`config.mk`:
```
export PLATFORM = sky130hd
export DESIGN_NAME = jtframe_romrq
export DESIGN_NICKNAME = d
export VERILOG_FILES = /design/src/rtl/jtframe_romrq.sv
export SDC_FILE = /design/constraint.sdc
export NUM_CORES = 1
export LEC_CHECK = 0
export ABC_CLOCK_PERIOD_IN_PS = 1800
export BUFFER_PORTS_ARGS = -buffer_cell sky130_fd_sc_hd__buf_4
export CAP_MARGIN = 20
export CORE_MARGIN = 2
export CORE_UTILIZATION = 47
export CTS_BUF_LIST = sky130_fd_sc_hd__clkbuf_2
export DETAILED_ROUTE_END_ITERATION = 6
export MAX_ROUTING_LAYER = met4
export PLACE_DENSITY = 0.81
export RECOVER_POWER = 100
export SLEW_MARGIN = 20
export SYNTH_ARGS = -nofsm -noshare
export SYNTH_HDL_FRONTEND = slang
export SYNTH_SLANG_ARGS = --single-unit
```
`constraint.sdc`:
```
create_clock -name clk -period 1.8 [get_ports clk]
set_input_delay 0.09 -clock clk [delete_from_list [all_inputs] [get_ports clk]]
set_output_delay 0.09 -clock clk [all_outputs]
set_load 0.01 [all_outputs]
```
`src/rtl/jtframe_romrq.sv`:
```
// jtframe_romrq: one ROM client slot in front of the SDRAM arbiter.
// It turns a client address into an SDRAM word address and caches the last
// fetched 32-bit word (two words when DOUBLE=1). A request is raised only on
// a cache miss. The returned data can be combinational or registered.
module jtframe_romrq #(
  parameter int SDRAMW  = 22,
  parameter int AW      = 8,
  parameter int DW      = 8,
  parameter int LATCH   = 0,
  parameter int DOUBLE  = 0,
  parameter int OKLATCH = 1
) (
  input  logic              clk,
  input  logic              rst,
  input  logic              clr,
  input  logic [SDRAMW-1:0] offset,
  input  logic [AW-1:0]     addr,
  input  logic              addr_ok,
  output logic [SDRAMW-1:0] sdram_addr,
  input  logic [15:0]       din,
  input  logic              din_ok,
  input  logic              dst,
  input  logic              we,
  output logic              req,
  output logic [DW-1:0]     dout,
  output logic              data_ok
);

  localparam int NE = (DOUBLE != 0) ? 2 : 1;

  // Cache storage. Entry 0 always holds the newest fill. Entry 1 holds the
  // fill before that.
  logic [NE-1:0]             valid;
  logic [NE-1:0][SDRAMW-1:0] tag;
  logic [NE-1:0][31:0]       data;
  logic [NE-1:0]             hit_e;

  logic [SDRAMW-1:0] addr_req;
  logic              hit, hit1;
  logic              fill, lo_we;
  logic [31:0]       fill_data;
  logic [31:0]       word;
  logic [DW-1:0]     dout_c;

  // Client address to SDRAM word address. Byte clients share a 16-bit
  // word. 32-bit clients always start on an even word.
  generate
    if (DW == 8) begin : g_areq8
      assign addr_req = SDRAMW'(addr >> 1);
    end else if (DW == 16) begin : g_areq16
      assign addr_req = SDRAMW'(addr);
    end else begin : g_areq32
      assign addr_req = SDRAMW'(addr) & {{(SDRAMW-1){1'b1}}, 1'b0};
    end
  endgenerate

  // The addition wraps within SDRAMW bits, so a slot can straddle the top of memory.
  assign sdram_addr = addr_req + offset;

  // A fill completes on the last beat. 32-bit clients take the low half
  // earlier, on the first beat.
  assign fill = we & din_ok;

  generate
    if (DW == 32) begin : g_fill32
      assign lo_we     = we & dst;
      assign fill_data = {din, data[0][15:0]};
    end else begin : g_fill16
      logic unused_dst;
      assign unused_dst = dst;
      assign lo_we      = 1'b0;
      assign fill_data  = {data[0][31:16], din};
    end
  endgenerate

  // Cache update. clr overrides a fill that completes in the same cycle.
  // Older entries shift down by one on every completed fill.
  always_ff @(posedge clk) begin
    if (!rst) begin
      valid <= '0;
      tag   <= '0;
      data  <= '0;
    end else if (clr) begin
      valid <= '0;
    end else begin
      if (lo_we) data[0][15:0] <= din;
      if (fill) begin
        valid[0] <= 1'b1;
        tag[0]   <= addr_req;
        data[0]  <= fill_data;
        for (int i = 1; i < NE; i++) begin
          valid[i] <= valid[i-1];
          tag[i]   <= tag[i-1];
          data[i]  <= data[i-1];
        end
      end
    end
  end

  // Compare the tag of each entry with the current address.
  always_comb begin
    hit_e = '0;
    for (int i = 0; i < NE; i++)
      hit_e[i] = valid[i] && (tag[i] == addr_req);
  end

  assign hit1 = (NE > 1) && hit_e[NE-1];
  assign hit  = hit_e[0] | hit1;
  assign req  = addr_ok & ~hit & ~we;
  assign word = hit1 ? data[NE-1] : data[0];

  // Pick the client-sized part of the cached word.
  generate
    if (DW == 8) begin : g_sel8
      logic unused_word;
      assign unused_word = ^word[31:16];
      assign dout_c = addr[0] ? word[15:8] : word[7:0];
    end else if (DW == 16) begin : g_sel16
      logic unused_word;
      assign unused_word = ^word[31:16];
      assign dout_c = word[15:0];
    end else begin : g_sel32
      assign dout_c = word;
    end
  endgenerate

  generate
    if (LATCH != 0) begin : g_dlatch
      logic [DW-1:0] dout_r;
      // Registered data adds one cycle of latency and gives a clean path to the client.
      always_ff @(posedge clk) begin
        if (!rst) dout_r <= '0;
        else      dout_r <= dout_c;
      end
      assign dout = dout_r;
    end else begin : g_dcomb
      assign dout = dout_c;
    end
  endgenerate

  generate
    if (OKLATCH != 0) begin : g_oklatch
      logic ok_r;
      // Registered data_ok. It lines up with registered dout when both are latched.
      always_ff @(posedge clk) begin
        if (!rst) ok_r <= 1'b0;
        else      ok_r <= addr_ok & hit;
      end
      assign data_ok = ok_r;
    end else begin : g_okcomb
      assign data_ok = addr_ok & hit;
    end
  endgenerate

endmodule

```
==> results of run 1 <==
==> path summary, 6_finish.rpt <==
kind,to,slack [ns],from,cells past startpoint
max,sdram_addr[13],0.08,offset[1],8
min,tag[3]$_SDFFE_PN0P_,0.03,addr[4],3
max reg2reg,data_ok$_SDFF_PN0_,0.72,tag[2]$_SDFFE_PN0P_,4
min reg2reg,data[12]$_SDFFE_PN0P_,0.48,data[12]$_SDFFE_PN0P_,2
==> routing by layer <==
metal / global-route usage / routed length, um / vias up
li1: - / - / 896
met1: 0.299 / 2090 / 843
met2: 0.423 / 2480 / 62
met3: 0.0450 / 294 / 10
met4: 0.0667 / 99 / 0
met5: - / 0 / -
==> cell usage after synthesis, drive strengths merged <==
| cell type | n |
|---|---|
| o211ai | 5 |
| nor2 | 8 |
| ha | 7 |
| o21a | 1 |
| buf | 4 |
| a211oi | 1 |
| xor2 | 5 |
| nand4 | 4 |
| o2111ai | 1 |
| or2 | 1 |
| fa | 1 |
| a21o | 4 |
| nand2b | 2 |
| nand3 | 3 |
| a31oi | 1 |
| and3 | 5 |
| o211a | 1 |
| a21boi | 23 |
| nand2 | 49 |
| mux2 | 8 |
| xnor2 | 21 |
| a21oi | 5 |
| clkbuf | 4 |
| nor3 | 1 |
| dfxtp | 25 |
| nor3b | 2 |
| o21ai | 4 |
| inv | 4 |
==> critical path, cell delays in order <==
cell	delay, ns
buf_4	0.12
ha_1	0.33
a211oi_2	0.25
o21ai_2	0.14
a31oi_2	0.31
nor2_1	0.09
xor2_1	0.15
buf_4	0.15
==> registers in the layout (all words and copies together), names as in the netlist <==
name     flops
valid        1
tag          7
data        16
data_ok      1
==> logic make-up (layout without fill, tap and decap cells) <==
kind of cell,count (synthesis),in the layout,synth area share
simple gates,75,75,0.199
compound gates,46,46,0.205
xor+xnor,26,26,0.139
flops,25,25,0.306
buf+inv,12,119,0.0306
fa+ha+maj,8,8,0.0657
mux,8,8,0.0550
==> placed cells by master (no fill, tap or decap), types with 4 or more instances in the layout <==
cell	n
xor2_1	5
a21oi_1	4
ha_1	5
dfxtp_1	25
o211ai_1	5
nand2_1	49
clkbuf_1	13
a21boi_0	23
a21o_1	4
buf_4	73
mux2_2	8
xnor2_1	21
nand4_1	4
nor2_1	7
dlygate4sd3_1	24
and3_1	5
==> power by group through the flow <==
stage               registers, mW  logic, mW  clock network, mW
finish                      0.582      0.504              0.217
global route                0.585      0.543              0.250
CTS                         0.582      0.484              0.220
detailed placement          0.592      0.440                  0
global placement            0.592      0.436                  0
floorplan                   0.590      0.213                  0
==> stage by stage <==
| stage | power, mW | worst slack (ns) | cells | area (um^2) | hold slack [ns] |
|---|---|---|---|---|---|
| 2_1_floorplan | 0.803 | 0.107 | 200 | 1640 | 0.166 |
| 3_3_place_gp | 1.03 | -0.0544 | 325 | 2310 | 0.269 |
| 3_5_place_dp | 1.03 | -0.0707 | 325 | 2310 | 0.273 |
| 4_1_cts | 1.29 | 0.00125 | 351 | 2560 | 0.00269 |
| 5_1_grt | 1.38 | -0.00946 | 353 | 2590 | 0.00129 |
| 6_report | 1.30 | 0.0838 | 353 | 2590 | 0.0338 |
==> final cells by class <==
cell class                 instances  area [um^2]
tap                               46         57.6
clock inverter                     1         5.00
multi-input combinational        163         1150
fill                             250          747
sequential                        25          500
clock buffer                       3         15.0
timing repair buffer             111          845
inverter                           4         15.0
==> repair_timing <==
action | in CTS | in global routing
endpoints found under the hold margin | 22 | 2
hold buffers | 22 | 2
resized for setup | 2 | 11
pin swaps | 1 | 6
setup endpoints to repair | 7 | 11
==> key figures, run 1 <==
Route
  • Avg Vias per Cell: 5.13
  • Antenna viol nets, final: 0
  • DR pass1 iterations: 4
  • Final wirelength: 4960 um
  • Routed via count: 1811
  • Drc violations: 0
  • Initial detailed-routing violation count: 76
  • Wirelength per Cell: 14.1 um

Power and ir drop
  • Seq pwr share: 0.446
  • Pwr dens: 503 mW/mm^2
  • Switching portion of total power: 0.313
  • Static Leak: around 1.1 nW
  • Clk network pwr share: 0.167
  • Internal: 0.896 mW
  • Peak VDD IR: 0.000404 V
  • Switching pwr: 0.408 mW
  • Part of the power in combinational logic: 0.387

Layout
  • Final layout net count: around 370
  • Final core occ: 0.776
  • Antenna diodes: 0
  • Area Growth Syn to Fin: 58.1%
  • Layout cell share with drive strength beyond 1: 0.319

STA
  • F_max: around 580 MHz
  • Final min period: about 1.7 ns
  • Slew Limit Fails: 0
  • Worst slew pin tran: between 0.8 and 0.9 ns
  • Number of setup violations in the final report: 0
  • Final cycle utilization of the critical path: 0.953
  • Worst slew margin: 0.452
  • Final Hold Fails: 0
  • Worst clock skew: 0.0268 ns
  • Fin Setup TNS: 0 ns

Clock network
  • CTS tree: done
  • Clock Path Buffers: 2
  • Root buffer cell: clkbuf_2
  • Clk_lat worst skew: 0.35 ns
  • # clock sinks: 25
  • Setup Buffers After CTS: 0
  • Clk slew on worst S/H paths: 0.21 ns
  • CTS H-tree depth: 1
  • Total CTS buffers: 3

Place
  • Final GP Congestion: 0.797
  • Number of port buffers: 83
  • DP HPWL: 3060 um

Synthesis
  • Share of Yosys cell area claimed by the top area cell type: 0.306
  • Cell taking the most area after synthesis: dfxtp_1
  • Area contributors post-synth: dfxtp_1 (31%), nand2_1 (11%), xnor2_1 (11%)
  • Syn_area_per_cell: roughly 8.2 um^2
  • Cell Area, Synth: 0.00164 mm^2
  • Sequential area share after synthesis: 0.306
  • Ys Warns: 0
  • #FFs+latches synth: 25
  • Mapped Cells: 200
  • Library cells used by synthesis: 30
  • Post-Syn Nets: 261

Global route
  • GRT overflow: 0
  • First-pass GRT wire length: 7820 um
  • Largest net degree at the start of global routing: 26
  • Number of global-route vias before repair: 1741
  • Initial antenna violation count: 0
  • GRT Total Usage: 0.248

Job
  • Max cap viols: 0

Die
  • Rows: 21
  • Die area: 0.00397 mm^2
  • Chip Width: approximately 63 um
  • Ports: 85
  • Core area: between 0.003 and 0.004 mm^2
  • Initial core utilization: 0.491
  • Die H: approximately 63 um

Setup path
  • Kind of critical path: input port to output port
  • Req. time, crit path: 1.71 ns
  • CP max FO: 4
  • CP Launch Type: input port
  • Crit end category: output port
  • Crit path DAT: 1.63 ns

Status
  • Status: finished clean

Hold path
  • Type of the tightest min-delay check: input port to flip-flop
(Power assumes the default switching activity.)
==> inputs of run 2 (changes only) <==
--- a/config.mk
+++ b/config.mk
@@ -5,7 +5,7 @@
 export SDC_FILE = /design/constraint.sdc
 export NUM_CORES = 1
 export LEC_CHECK = 0
-export ABC_CLOCK_PERIOD_IN_PS = 1800
+export ABC_CLOCK_PERIOD_IN_PS = 1840
 export BUFFER_PORTS_ARGS = -buffer_cell sky130_fd_sc_hd__buf_4
 export CAP_MARGIN = 20
 export CORE_MARGIN = 2
==> constraint.sdc (replaced) <==
create_clock -name clk -period 1.84 [get_ports clk]
set_input_delay 0.092 -clock clk [delete_from_list [all_inputs] [get_ports clk]]
set_output_delay 0.092 -clock clk [all_outputs]
set_load 0.01 [all_outputs]
==> key figures, run 2 (synthesis gave the netlist of run 1 again) <==
Setup path
  • Crit path DAT: 1.66 ns
  • Req. time, crit path: 1.75 ns
  • CP max stage cell: ha_1
  • CP Launch Type: input port
  • Kind of critical path: input port to output port
  • Worst Path Buf+Inv: 2
  • CP max FO: 4
  • CP cell instances: buf_4 > ha_1 > o211ai_1 > o21ai_2 > a31oi_2 > nor2_1 > xor2_1 > buf_4
  • Crit end category: output port
  • CP delay by family, top: compound AO/OA/AOI/OAI gates
  • Crit path top cell by count: buf_4
  • Worst path max stage delay: between 0.3 and 0.4 ns

Global route
  • First-pass GRT wire length: roughly 7500 um
  • Number of global-route vias before repair: 1614
  • Routing usage on met2: 0.395
  • Met1 usage: 0.292
  • GRT Total Usage: 0.235
  • GRT overflow: 0
  • Largest net degree at the start of global routing: 26
  • Initial antenna violation count: 0
  • Gr busiest metal: met2
  • Global-route met3 utilization: 0.0468

Clock network
  • CTS H-tree depth: 1
  • Root buffer cell: clkbuf_2
  • # clock sinks: 25
  • Total CTS buffers: 3
  • Clk slew on worst S/H paths: 0.22 ns
  • CTS tree: done
  • Clock Path Buffers: 2
  • Clk_lat worst skew: 0.34 ns

Layout
  • Antenna diodes: 0
  • Most frequent cells in the layout: buf_4 (73), nand2_1 (49), dfxtp_1 (25)
  • Area Growth Syn to Fin: 59.7%
  • Final core occ: 0.784
  • Layout cell share with drive strength beyond 1: 0.320
  • Top Registers: data (16), tag (7)
  • Largest Register: data
  • Post-route cell area: 0.00262 mm^2
  • Commonest non-fill, non-tap cell in the layout: buf_4
  • Largest register FFs: 16
  • Final layout net count: 371

Die
  • Chip Width: approximately 63 um
  • Rows: 21
  • Ports: 85
  • Die H: 63.0 um
  • Die area: 0.00397 mm^2
  • Core area: 0.00334 mm^2
  • Initial core utilization: 0.491

Route
  • Wirelength per Cell: 13.4 um
  • Drc violations: 0
  • Antenna viol nets, final: 0
  • Final wirelength: 4750 um
  • Routed via count: about 1800
  • DR pass1 iterations: 4
  • Avg Vias per Cell: between 5 and 6
  • Initial detailed-routing violation count: 88

STA
  • Final cycle utilization of the critical path: 0.952
  • Slew Limit Fails: 0
  • Final Hold Fails: 0
  • Final worst slack: about 0.09 ns
  • Worst slew pin tran: 0.777 ns
  • Number of setup violations in the final report: 0
  • Final min period: roughly 1.8 ns
  • Fin Setup TNS: 0 ns
  • Worst clock skew: 0.000862 ns
  • Unrepaired setup endpoints after global routing: yes
  • Worst slew margin: 0.482
  • F_max: about 570 MHz

Job
  • Max cap viols: 0

Status
  • Status: finished clean

Power and ir drop
  • Static Leak: 1.12 nW
  • Peak VDD IR: 0.000367 V
  • Tot Pwr: 1.28 mW
  • Pwr dens: approximately 490 mW/mm^2

Place
  • Placement-stage cell area: 0.00231 mm^2
  • Pre-CTS setup slack: -0.0313 ns
  • Final GP Congestion: 0.799
  • DP HPWL: 3100 um
  • Number of port buffers: 83

Hold path
  • Type of the tightest min-delay check: input port to flip-flop
[run 2: cell count changes in the layout (fill, tap and decap cells not counted), sizes merged]
cell	before	now
buf	73	75
clkbuf	17	18
clkinv	1	0
[run 2: tightest hold or removal path, cell delays in order]
cell and delay [ns]:
buf_4 0.11, a21oi_1 0.12, nor3b_1 0.05
[run 2: cell type report]
type	instances	area, um^2
clock buffer	4	20.0
inverter	4	15.0
fill	244	722
timing repair buffer	113	871
tap	46	57.6
multi-input combinational	163	1150
sequential	25	500
[run 2: per-layer routing]
metal	share of wire	wire length, um
met5	0	0
met4	0.0069	33
met3	0.063	299
met2	0.52	2450
met1	0.41	1970
[run 2: worst paths after layout]
kind              slack, ns                  from  cells past startpoint              endpoint
setup / recovery       0.09               addr[3]                      8        sdram_addr[13]
hold reg to reg        0.48  data[1]$_SDFFE_PN0P_                      2  data[1]$_SDFFE_PN0P_
hold / removal         0.04                din_ok                      3    valid$_SDFFE_PP0P_
setup reg to reg       0.77   tag[0]$_SDFFE_PN0P_                      4    data_ok$_SDFF_PN0_
[run 2: repair_timing]
item	CTS	global route
buffers inserted	0	2
endpoints found under the hold margin	22	2
setup endpoints to repair	7	10
pin swaps	1	8
resized for setup	1	14
hold buffers	22	2
[run 2: power by group]
part	internal, mW	switching, mW
registers	0.560	0.00921
clock network	0.0574	0.159
logic	0.268	0.225
total	0.886	0.394
[run 2: through the flow]
step                      hold slack, ns  std cells
after CTS                        0.00316        351
after global placement             0.271        325
after detailed placement           0.274        325
after floorplan                    0.168        200
final                             0.0447        355
after global routing              0.0105        355
==> inputs of run 3 (changes only) <==
==> constraint.sdc (replaced) <==
create_clock -name clk -period 1.84 [get_ports clk]
set_input_delay 0.092 -clock clk [delete_from_list [all_inputs] [get_ports clk]]
set_output_delay 0.092 -clock clk [all_outputs]
set_load 0.05 [all_outputs]
==> key figures, run 3 (synthesis gave the netlist of run 1 again) <==
Status
  • Status: finished, violations left
  • Failing checks: setup timing

Global route
  • Met1 usage: 0.320
  • Gr busiest metal: met2
  • First-pass GRT wire length: 8440 um
  • Initial antenna violation count: 0
  • Global-route met3 utilization: 0.0432
  • Routing usage on met2: 0.493
  • Number of global-route vias before repair: between 1500 and 2000
  • GRT overflow: 0
  • Largest net degree at the start of global routing: 26
  • GRT Total Usage: 0.272

STA
  • Worst slew pin tran: ~0.77 ns
  • Final worst slack: -0.0193 ns
  • Worst clock skew: 0.00712 ns
  • Number of setup violations in the final report: 1
  • Worst slew margin: 0.486
  • Final min period: 1.86 ns
  • Slew Limit Fails: 0
  • F_max: 538 MHz
  • Final cycle utilization of the critical path: 1.01
  • Unrepaired setup endpoints after global routing: yes
  • Final Hold Fails: 0

Hold path
  • Hold EP: valid$_SDFFE_PP0P_
  • Min-delay src: din_ok
  • Type of the tightest min-delay check: input port to flip-flop
  • Hold path depth: 3

Power and ir drop
  • Tot Pwr: 1.55 mW
  • Pwr dens: 530 mW/mm^2
  • Static Leak: roughly 1.3 nW
  • Peak VDD IR: 0.000471 V

Job
  • Max cap viols: 0

Layout
  • Final Non-Filler Cells: 365
  • Area Growth Syn to Fin: 78.2%
  • Final layout net count: 381
  • Most frequent cells in the layout: buf_4 (73), nand2_1 (49), dfxtp_1 (25)
  • Layout cell share with drive strength beyond 1: 0.411
  • Top Registers: data (16), tag (7)
  • Antenna diodes: 0
  • Largest register FFs: 16
  • Final core occ: 0.875
  • Largest Register: data
  • Commonest non-fill, non-tap cell in the layout: buf_4

Die
  • Die area: 0.00397 mm^2
  • Rows: 21
  • Chip Width: ~63 um
  • Die H: between 60 and 70 um
  • Core area: 0.00334 mm^2
  • Ports: 85
  • Initial core utilization: 0.491

Route
  • Avg Vias per Cell: 5.16
  • Final wirelength: 5220 um
  • Wirelength per Cell: between 10 and 15 um
  • Drc violations: 0
  • Antenna viol nets, final: 0
  • Routed via count: between 1500 and 2000
  • DR pass1 iterations: 4
  • Initial detailed-routing violation count: approximately 110

Setup path
  • CP max FO: 7
  • Crit end category: output port
  • Req. time, crit path: 1.75 ns
  • Kind of critical path: input port to output port
  • CP cell instances: buf_8 > ha_4 > inv_2 > fa_2 > nand2b_4 > a21oi_4 > o21a_4 > o211ai_1 > xnor2_4 > buf_6
  • CP Launch Type: input port
  • Reg2reg path depth: 4
  • Worst reg2reg endpoint: data_ok$_SDFF_PN0_
  • Worst path max stage delay: 0.40 ns
  • Crit path DAT: 1.77 ns
  • R2R Path Start: tag[2]$_SDFFE_PN0P_
  • FF-to-FF setup slack: 0.79 ns
  • CP max stage cell: o211ai_1

Clock network
  • Root buffer cell: clkbuf_2
  • Total CTS buffers: 3
  • Clk_lat worst skew: around 0.36 ns
  • CTS tree: done
  • Clk slew on worst S/H paths: 0.23 ns
  • CTS H-tree depth: 1
  • Clock Path Buffers: 2
  • # clock sinks: 25

Place
  • Final GP Congestion: 0.782
  • DP HPWL: around 3300 um
  • Post-placement cell count: 337
  • Number of port buffers: 83
## run 3: area by class of cell
| type | instances | area, um^2 |
|---|---|---|
| well taps | 46 | 57.6 |
| clock buffers | 3 | 15.0 |
| flip-flops and latches | 25 | 500 |
| multi-input cells | 163 | 1350 |
| clock inverters | 1 | 5.00 |
| fillers | 178 | 418 |
| repair buffers | 123 | 972 |
| inverters | 4 | 15.0 |
## run 3: worst max-delay path by stage
| stage | slack, ns | cells after the start | endpoint | start |
|---|---|---|---|---|
| 2_1_floorplan | -0.12 | 8 | sdram_addr[14] | offset[0] |
| 3_3_place_gp | -0.20 | 10 | sdram_addr[14] | addr[1] |
| 3_5_place_dp | -0.22 | 10 | sdram_addr[14] | addr[1] |
| 4_1_cts | -0.07 | 10 | sdram_addr[20] | addr[1] |
| 5_1_grt | -0.08 | 10 | sdram_addr[16] | addr[1] |
| 6_report | -0.02 | 10 | sdram_addr[16] | addr[1] |
## run 3: worst max-delay path, delay by kind of cell
kind                       cells  cell delay (ns)
AOI/OAI and AO/OA              3             0.69
adders and majority gates      2             0.34
buffers and inverters          3             0.32
xor gates and xnor gates       1             0.17
and+or+nand+nor                1             0.14
## run 3: where the power goes
group | internal, mW | switching, mW
clock network | 0.0492 | 0.164
registers | 0.560 | 0.00948
logic | 0.329 | 0.434
total | 0.938 | 0.608
## run 3: stage by stage
step / hold WS [ns] / area, um^2 / TNS [ns] / setup WS [ns]
6_report: 0.0204 / 2920 / -0.0193 / -0.0193
3_3_place_gp: 0.272 / 2590 / -0.941 / -0.198
5_1_grt: 0.0391 / 2920 / -0.219 / -0.0809
3_5_place_dp: 0.274 / 2590 / -1.13 / -0.222
4_1_cts: 0.00405 / 2900 / -0.131 / -0.0657
2_1_floorplan: 0.168 / 1830 / -0.330 / -0.115
## run 3: routing by layer
metal	part of all wire	wire, um
met3	0.040	209
met1	0.40	2090
met2	0.55	2880
met4	0.0077	40
met5	0	0
## run 3: repair_timing
action                                  4_1_cts  5_1_grt
hold endpoints to repair                     20        1
pin swaps                                     7       14
hold buffers                                 20        1
resized for setup                            17       11
endpoints found under the setup margin        7       13
setup buffers                                 2        1
